--- src/rtl/search_timer.sv ---
// search_timer: per-move time budget for the engine coordinator. Latches the
// clock time and increment of each go, converts the budget to cycles and counts it down.
`timescale 1ns/1ps
`default_nettype none

module search_timer #(
  parameter int CLOCK_FREQ = 40_000_000,
  parameter int TIME_SHIFT = 3,
  parameter int MIN_MS     = 10
) (
  input  logic        clk_in,
  input  logic        rst_in,
  input  logic        go_in,
  input  logic [31:0] go_time_in,
  input  logic [31:0] go_inc_in,
  input  logic        fixed_in,
  input  logic        stop_in,
  output logic [31:0] time_out,
  output logic        valid_out,
  output logic        busy_out,
  output logic        expired_out
);

  localparam logic [31:0] c_cpm   = 32'(CLOCK_FREQ / 1000);
  localparam logic [31:0] c_min   = 32'(MIN_MS);
  localparam logic [2:0]  c_idle  = 3'd0;
  localparam logic [2:0]  c_clamp = 3'd1;
  localparam logic [2:0]  c_mul   = 3'd2;
  localparam logic [2:0]  c_run   = 3'd3;
  localparam logic [2:0]  c_hold  = 3'd4;

  logic [2:0]  r_state;
  logic [2:0]  w_next;
  logic [31:0] r_t;
  logic [31:0] r_i;
  logic [31:0] r_b;
  logic [63:0] r_acc;
  logic [5:0]  r_cnt;

  logic [31:0] w_b_shift;
  logic [31:0] w_b_cap;
  logic [31:0] w_b_floor;
  logic [31:0] w_b;
  logic [63:0] w_addend;
  logic [63:0] w_acc_nxt;
  logic        w_mul_done;
  logic [31:0] w_prod;
  logic [31:0] w_time_nxt;
  logic        w_valid_nxt;
  logic        w_busy_nxt;
  logic        w_exp_nxt;

  // Budget clamp: increment capped by a fraction of the clock, floored, then never over half the clock.
  assign w_b_shift = r_t >> TIME_SHIFT;
  assign w_b_cap   = (r_i < w_b_shift) ? r_i : w_b_shift;
  assign w_b_floor = (w_b_cap < c_min) ? c_min : w_b_cap;
  assign w_b       = (w_b_floor < (r_t >> 1)) ? w_b_floor : (r_t >> 1);

  assign w_addend   = {32'd0, c_cpm} << r_cnt[4:0];
  assign w_acc_nxt  = r_b[r_cnt[4:0]] ? (r_acc + w_addend) : r_acc;
  assign w_mul_done = (r_cnt == 6'd32);
  assign w_prod     = (r_acc[63:32] != 32'd0) ? 32'hFFFF_FFFF : r_acc[31:0];

  always_ff @(posedge clk_in or negedge rst_in) begin
    if (!rst_in) begin
      r_state     <= c_idle;
      time_out    <= 32'd0;
      valid_out   <= 1'b0;
      busy_out    <= 1'b0;
      expired_out <= 1'b0;
    end else begin
      r_state     <= w_next;
      time_out    <= w_time_nxt;
      valid_out   <= w_valid_nxt;
      busy_out    <= w_busy_nxt;
      expired_out <= w_exp_nxt;
    end
  end

  always_comb begin
    w_next = r_state;
    if (go_in) begin
      w_next = fixed_in ? c_hold : c_clamp;
    end else begin
      case (r_state)
        c_idle:  w_next = c_idle;
        c_clamp: w_next = stop_in ? c_idle : c_mul;
        c_mul: begin
          if (stop_in)         w_next = c_idle;
          else if (w_mul_done) w_next = (w_prod == 32'd0) ? c_hold : c_run;
        end
        c_run: begin
          if (stop_in)                w_next = c_idle;
          else if (time_out <= 32'd1) w_next = c_hold;
        end
        c_hold:  w_next = stop_in ? c_idle : c_hold;
        default: w_next = c_idle;
      endcase
    end
  end

  always_comb begin
    w_time_nxt  = time_out;
    w_valid_nxt = valid_out;
    w_exp_nxt   = 1'b0;
    if (go_in) begin
      w_time_nxt  = fixed_in ? 32'hFFFF_FFFF : 32'd0;
      w_valid_nxt = fixed_in;
    end else if (stop_in || r_state == c_idle || r_state == c_clamp) begin
      w_time_nxt  = 32'd0;
      w_valid_nxt = 1'b0;
    end else begin
      case (r_state)
        c_mul: begin
          if (w_mul_done) begin
            w_time_nxt  = w_prod;
            w_valid_nxt = 1'b1;
            w_exp_nxt   = (w_prod == 32'd0);
          end
        end
        c_run: begin
          if (time_out != 32'd0) w_time_nxt = time_out - 32'd1;
          w_exp_nxt = (time_out == 32'd1);
        end
        default: w_exp_nxt = 1'b0;
      endcase
    end
    w_busy_nxt = (w_next == c_clamp) || (w_next == c_mul);
  end

  // Multiplier runs 32 add steps (r_cnt 0..31); r_cnt==32 marks the load cycle.
  always_ff @(posedge clk_in or negedge rst_in) begin
    if (!rst_in) begin
      r_t   <= 32'd0;
      r_i   <= 32'd0;
      r_b   <= 32'd0;
      r_acc <= 64'd0;
      r_cnt <= 6'd0;
    end else begin
      if (go_in) begin
        r_t <= go_time_in;
        r_i <= go_inc_in;
      end
      if (r_state == c_clamp) begin
        r_b   <= w_b;
        r_acc <= 64'd0;
        r_cnt <= 6'd0;
      end else if (r_state == c_mul && !w_mul_done) begin
        r_acc <= w_acc_nxt;
        r_cnt <= r_cnt + 6'd1;
      end
    end
  end

endmodule

`default_nettype wire

--- config.mk ---
export PLATFORM = sky130hd
export DESIGN_NAME = search_timer
export DESIGN_NICKNAME = d
export VERILOG_FILES = /design/src/rtl/search_timer.sv
export SDC_FILE = /design/constraint.sdc
export NUM_CORES = 1
export LEC_CHECK = 0
export CAP_MARGIN = 20
export CORE_ASPECT_RATIO = 0.7
export CORE_MARGIN = 2
export CORE_UTILIZATION = 65
export CTS_CLUSTER_SIZE = 30
export DETAILED_ROUTE_END_ITERATION = 7
export PLACE_DENSITY = 0.87
export SLEW_MARGIN = 20
export SYNTH_ARGS = -nofsm -noshare
export SYNTH_HDL_FRONTEND = slang
export SYNTH_SLANG_ARGS = --single-unit
export TNS_END_PERCENT = 50
--- constraint.sdc ---
create_clock -name clk_in -period 8.71 [get_ports clk_in]
set_clock_uncertainty 0.2 [all_clocks]
set_input_delay 1.742 -clock clk_in [delete_from_list [all_inputs] [get_ports clk_in]]
set_output_delay 1.742 -clock clk_in [all_outputs]
set_load 0.005 [all_outputs]
; Yosys cells after proc, flatten, opt, wreduce, memory -nomap -nowiden
; Index checks and enable logic that the tools add are counted.
[totals]
ff_bits = 204
out_inout_bits = 35
elab_cells = 81
[classes]
n_addsub = 3
magnitude_cmp = 5
n_eq_ne = 10
shift = 1
muxes = 35
n_reduce_logical = 17
[op_table]
columns = cell, count
row1 = 2-to-1 mux 32 bit, 9
row2 = 2-to-1 mux 64 bit, 3
row3 = adder 64 bit, 1
row4 = case mux 32 bit (2 select lines), 1
row5 = nonzero test 32 bit, 2
row6 = "<< shifter 16 x 5 -> 64 bit, first input constant", 1
row7 = "== test 32 x 1 -> 1 bit, second input constant", 1
row8 = "less-or-equal comparator 32 x 1 -> 1 bit, second input constant", 1
row9 = zero test 32 bit, 1
row10 = less-than comparator 32 x 29 -> 1 bit, 1
row11 = less-than comparator 32 x 31 -> 1 bit, 1
row12 = "less-than comparator 32 x 4 -> 1 bit, second input constant", 1
row13 = "subtractor 32 x 1 -> 32 bit, second input constant", 1
row14 = 2-to-1 mux 3 bit, 8
row15 = 2-to-1 mux 6 bit, 2
row16 = case mux 3 bit (4 select lines), 1
row17 = "== test 3 x 2 -> 1 bit, second input constant", 3
row18 = 2-to-1 mux 1 bit, 8
row19 = "!= test 4 bit, second input constant", 2
row20 = "adder 6 x 1 -> 6 bit, second input constant", 1
row21 = "== test 3 x 1 -> 1 bit, second input constant", 2
row22 = "== test 6 bit, second input constant", 1
row23 = "less-than comparator 5 x 6 -> 1 bit, second input constant", 1
row24 = nonzero test 3 bit, 2
row25 = other kinds (12), 16

; Longest topological paths before layout
[logic_depth]
ltp_word = 10
ltp_mapped = 22

; Worst setup path after synthesis
; OpenSTA, ideal clock, no wires.
[synth_path]
path_kind = register -> register
from = register r_t[26]
to = register r_b[21]
setup_ns = 0.130
arrival_ns = 4.681
required_ns = 8.380
slack_ns = 3.699
stages_incl_launch_ff = 22
cell_sequence = dfrtp_1 > inv_1 > ha_1 > and4_1 > and3_1 > nand2_1 > nand3_1 > a31oi_1 > clkbuf_1 > buf_2 > mux2_2 > ha_1 > nand4_1 > nor4_1 > inv_1 > nor3_1 > inv_1 > a311oi_1 > clkbuf_1 > buf_2 > a2bb2oi_1 > o21ai_1
[synth_via]
elab_chain_cells = 6
[synth_rtl]
columns = item, line_no
row1 = start: declaration, 34  ; logic [31:0] r_t;
row2 = start signal: assignment, 141  ; r_t <= go_time_in;
row3 = less-than comparator 32 x 29 -> 1 bit, 55  ; assign w_b_cap = (r_i < w_b_shift) ? r_i : w_b_shift;
row4 = 2-to-1 mux 32 bit, 55
row5 = less-than comparator 32 x 4 -> 1 bit, 56  ; assign w_b_floor = (w_b_cap < c_min) ? c_min : w_b_cap;
row6 = 2-to-1 mux 32 bit, 56
row7 = less-than comparator 32 x 31 -> 1 bit, 57  ; assign w_b = (w_b_floor < (r_t >> 1)) ? w_b_floor : (r_t >> 1);
row8 = 2-to-1 mux 32 bit *, 57
row9 = end signal: assignment, 145  ; r_b <= w_b;
row10 = end: declaration, 36  ; logic [31:0] r_b;
; Mark *: on every way between the ends. The rest lies on a longest branch, timed or not.
; A chain may end at the register's enable or synchronous reset.

; Final worst setup path
[layout_path]
from = register r_t[5]
to = register r_b[2]
; The elaborated chain is that of the path after synthesis.

==> flow_summary.toml <==
[outcome]
status = "complete, no violations"

[power_and_ir_drop]
p_sw_uw = 734
combPwrFrac_pct = 19.6
leakagePower_uw = 0.00691
clock_power_share_pct = 34.9
internal_power_uw = 1630
p_sw_share_pct = 31.0
p_seq_share_pct = 45.4
power_density_nw_per_um2 = 150
peakVddDrop_mv = 0.145

[sta]
slew_headroom_pct = 24.1
layout_min_cycle_time_ns = 6.09
fin_crit_sh_pct = 69.9
tightest_slew_ns = 1.14
rsz0062_at_grt = "false"
final-setup-viol-count = 0
setup_tns_ns = 0
hold_violations = 0
slew_violations = 0
fmax_mhz = 164

[clock_tree]
cts_tree = "built"
clk_pin_slew_ns = 0.08
cts_num_sinks = 197
numCtsBuffers = 17
root_buffer = "clkbuf_16"
clockBufferDepth = 2
cts_max_level = 4
postCtsSetupRepairBufs = 0
cts_resized = 0
insertion_delay_ns = 0.47
cts-hold-fix-buffers = 0

[floorplanning]
placementRows = 44
die_h_um = 127
io-pin-count = 104
dieArea_um2 = 22700
core_um2 = 20900
initial_core_util_pct = 66.8
die_w_um = 179

[drt]
drc_errors = 0
firstDrtPassIters = 5
avgRoutedWirePerCell_um = 20.8
drt-total-wl_mm = 40.5
viasPerCell = 6.85
num_vias = 13300
drtIter0Drc = 1635
ant_nets = 0

[critical_path]
crit_start = "r_t[5]"
cp_max_fo = 32
critPathTopFamily = "compound AO/OA/AOI/OAI gates"
critPathKind = "reg -> reg"
end_kind = "register"
worst_path_max_delay_cell = "a311oi_4"
worst_setup_path_start_kind = "register"
critPathBufInv = 6
r2r_start = "r_t[5]"
critPathMaxStageDelay_ns = 0.62
critical_path_arrival_ns = 6.24
crit_path_cell_trace = "inv_1, ha_1, a211oi_1, o21ai_1, a21oi_1, o21ai_1, a31oi_4, buf_4, mux2_2, ha_1, nand4_1, nor4_1, inv_1, nor3_1, inv_1, a311oi_4, buf_4, o21ai_2, buf_4, o221a_2"
required_ns = 8.86

[logic_synthesis]
yosys.cell_count.top_type = "dfrtp_1"
yosysWarnings = 0
synthCells = 1603
synth_ff_type = "dfrtp_1"
synth_top_cell_area_share_pct = 35.3
yosys.area.top_type = "dfrtp_1"
synth_area_um2 = 14000
synth_edf_count = 0
avgSynthCellArea_um2 = 8.71
ys_types = 78
yosys-top-cells-area = "dfrtp_1 35%, ha_1 9.7%, mux2_2 5.0%, a21oi_1 4.4%, o21ai_0 4.1%"
synth.top_cells.by_count = "197 x dfrtp_1, 137 x nand2_1, 123 x a21oi_1"
synthArstFlopShare_pct = 100
ys_seq_area_share_pct = 35.3
ys_ff_latch = 197

[layout]
syn_to_final_growth_pct = 12.8
utilization_pct = 75.3
antenna_cells = 0
fin_nets = 1833
fill_cells = 1535
drive_above_1_share_pct = 7.85

[grt]
grt_max_degree = 115
grt_pass1_wl_mm = 64.8
grt_use_total_pct = 36.2
antenna_found_initial = 1
grt-ovfl-total = 0
grt_pass1_vias = 12500

[placed_design]
dp.final_hpwl_mm = 28.8
place.gp.congestion = 0.965
io_buffer_count = 102

[hold_path]
min_path_type = "reg -> reg"
hp-start = "r_b[29]"

[job]
drv_cap = 0
## cells in the final DEF (no fill, tap or decap), types with 11 or more instances in the layout
cell and instances:
o21ai_1 51, and2_1 15, or3_1 16, o21ai_0 114
clkbuf_16 17, a21oi_1 123, ha_1 108, and3_1 19
nand2b_1 11, clkdlybuf4s50_1 100, o211ai_1 20, buf_4 13
o221ai_1 11, nor4_1 34, a31oi_1 22, dfrtp_1 197
a2bb2oi_1 26, nand2_1 137, xnor2_1 22, inv_1 61
nand4_1 16, mux2_2 62, nand3_1 89, nor2_1 95
xor2_1 27, nor2b_1 11, nor3_1 33, o21a_1 12
a21o_1 31
## final timing paths
check	endpoint	slack, ns	cells past startpoint
max	r_b[2]	2.62	20
min	r_b[29]	0.29	2
max reg2reg	r_b[2]	2.62	20
min reg2reg	r_b[29]	0.29	2
max in group asynchronous	time_out[12]	5.91	2
min in group asynchronous	r_i[15]	1.15	1
## metrics by stage
stage               total power, uW  hold slack (ns)  std cells  setup slack (ns)  instance area [um^2]
global route                   2460            0.330       1944              2.31                 15800
global placement               1510            0.256       1911              3.11                 15100
CTS                            2350            0.293       1943              2.85                 15700
finish                         2370            0.291       1944              2.62                 15800
floorplan                      1340            0.245       1604              3.70                 14000
detailed placement             1530            0.277       1911              2.92                 15100
## power groups by stage
stage / Clock [uW] / Combinational (uW) / Sequential (uW)
floorplan: 0 / 286 / 1060
global placement: 0 / 426 / 1080
detailed placement: 0 / 443 / 1090
CTS: 831 / 454 / 1070
global route: 867 / 511 / 1080
finish: 827 / 465 / 1070
## flip-flops by register name, indices dropped and copies added, names as in the netlist
name         flops
r_b             32
r_cnt            6
r_i             32
time_out        32
r_t             31
valid_out        1
r_state          3
busy_out         1
expired_out      1
r_acc           58
## worst min-delay path: cells and delay by family, from the launching register on
kind,cells,cell delay [ns]
AND/OR/NAND/NOR,1,0.05
AO/OA/AOI/OAI,1,0.06
flip-flops,1,0.35
## cell families (layout without fill, tap and decap cells)
logic type | count (synthesis) | count (layout) | share of synthesized area (%)
other cells | 1 | 2 | 0.0268
fa+ha+maj | 109 | 109 | 9.82
compound gates | 516 | 516 | 23.6
mux | 79 | 79 | 6.45
simple gates | 504 | 504 | 17.6
xor+xnor | 49 | 49 | 3.07
flops | 197 | 197 | 35.3
buf+inv | 148 | 212 | 4.13
## per-layer routing
layer / track usage (%) / vias to the layer above / share of wire, %
met2: 52.0 / 802 / 42
met1: 53.7 / 6375 / 44
met5: 0 / - / 0.032
li1: - / 6069 / -
met4: 8.97 / 2 / 1.6
met3: 10.8 / 70 / 12
## cell type report
| type | count | area (um^2) | area share (%) |
|---|---|---|---|
| Multi-Input combinational cell | 1259 | 8510 | 54.0 |
| Timing Repair Buffer | 116 | 1130 | 7.20 |
| Clock inverter | 15 | 170 | 1.08 |
| Clock buffer | 17 | 425 | 2.70 |
| Inverter | 64 | 240 | 1.52 |
| Tap cell | 276 | 345 | 2.19 |
| Sequential cell | 197 | 4930 | 31.3 |
No activity file was read; power rests on OpenSTA's default activity.
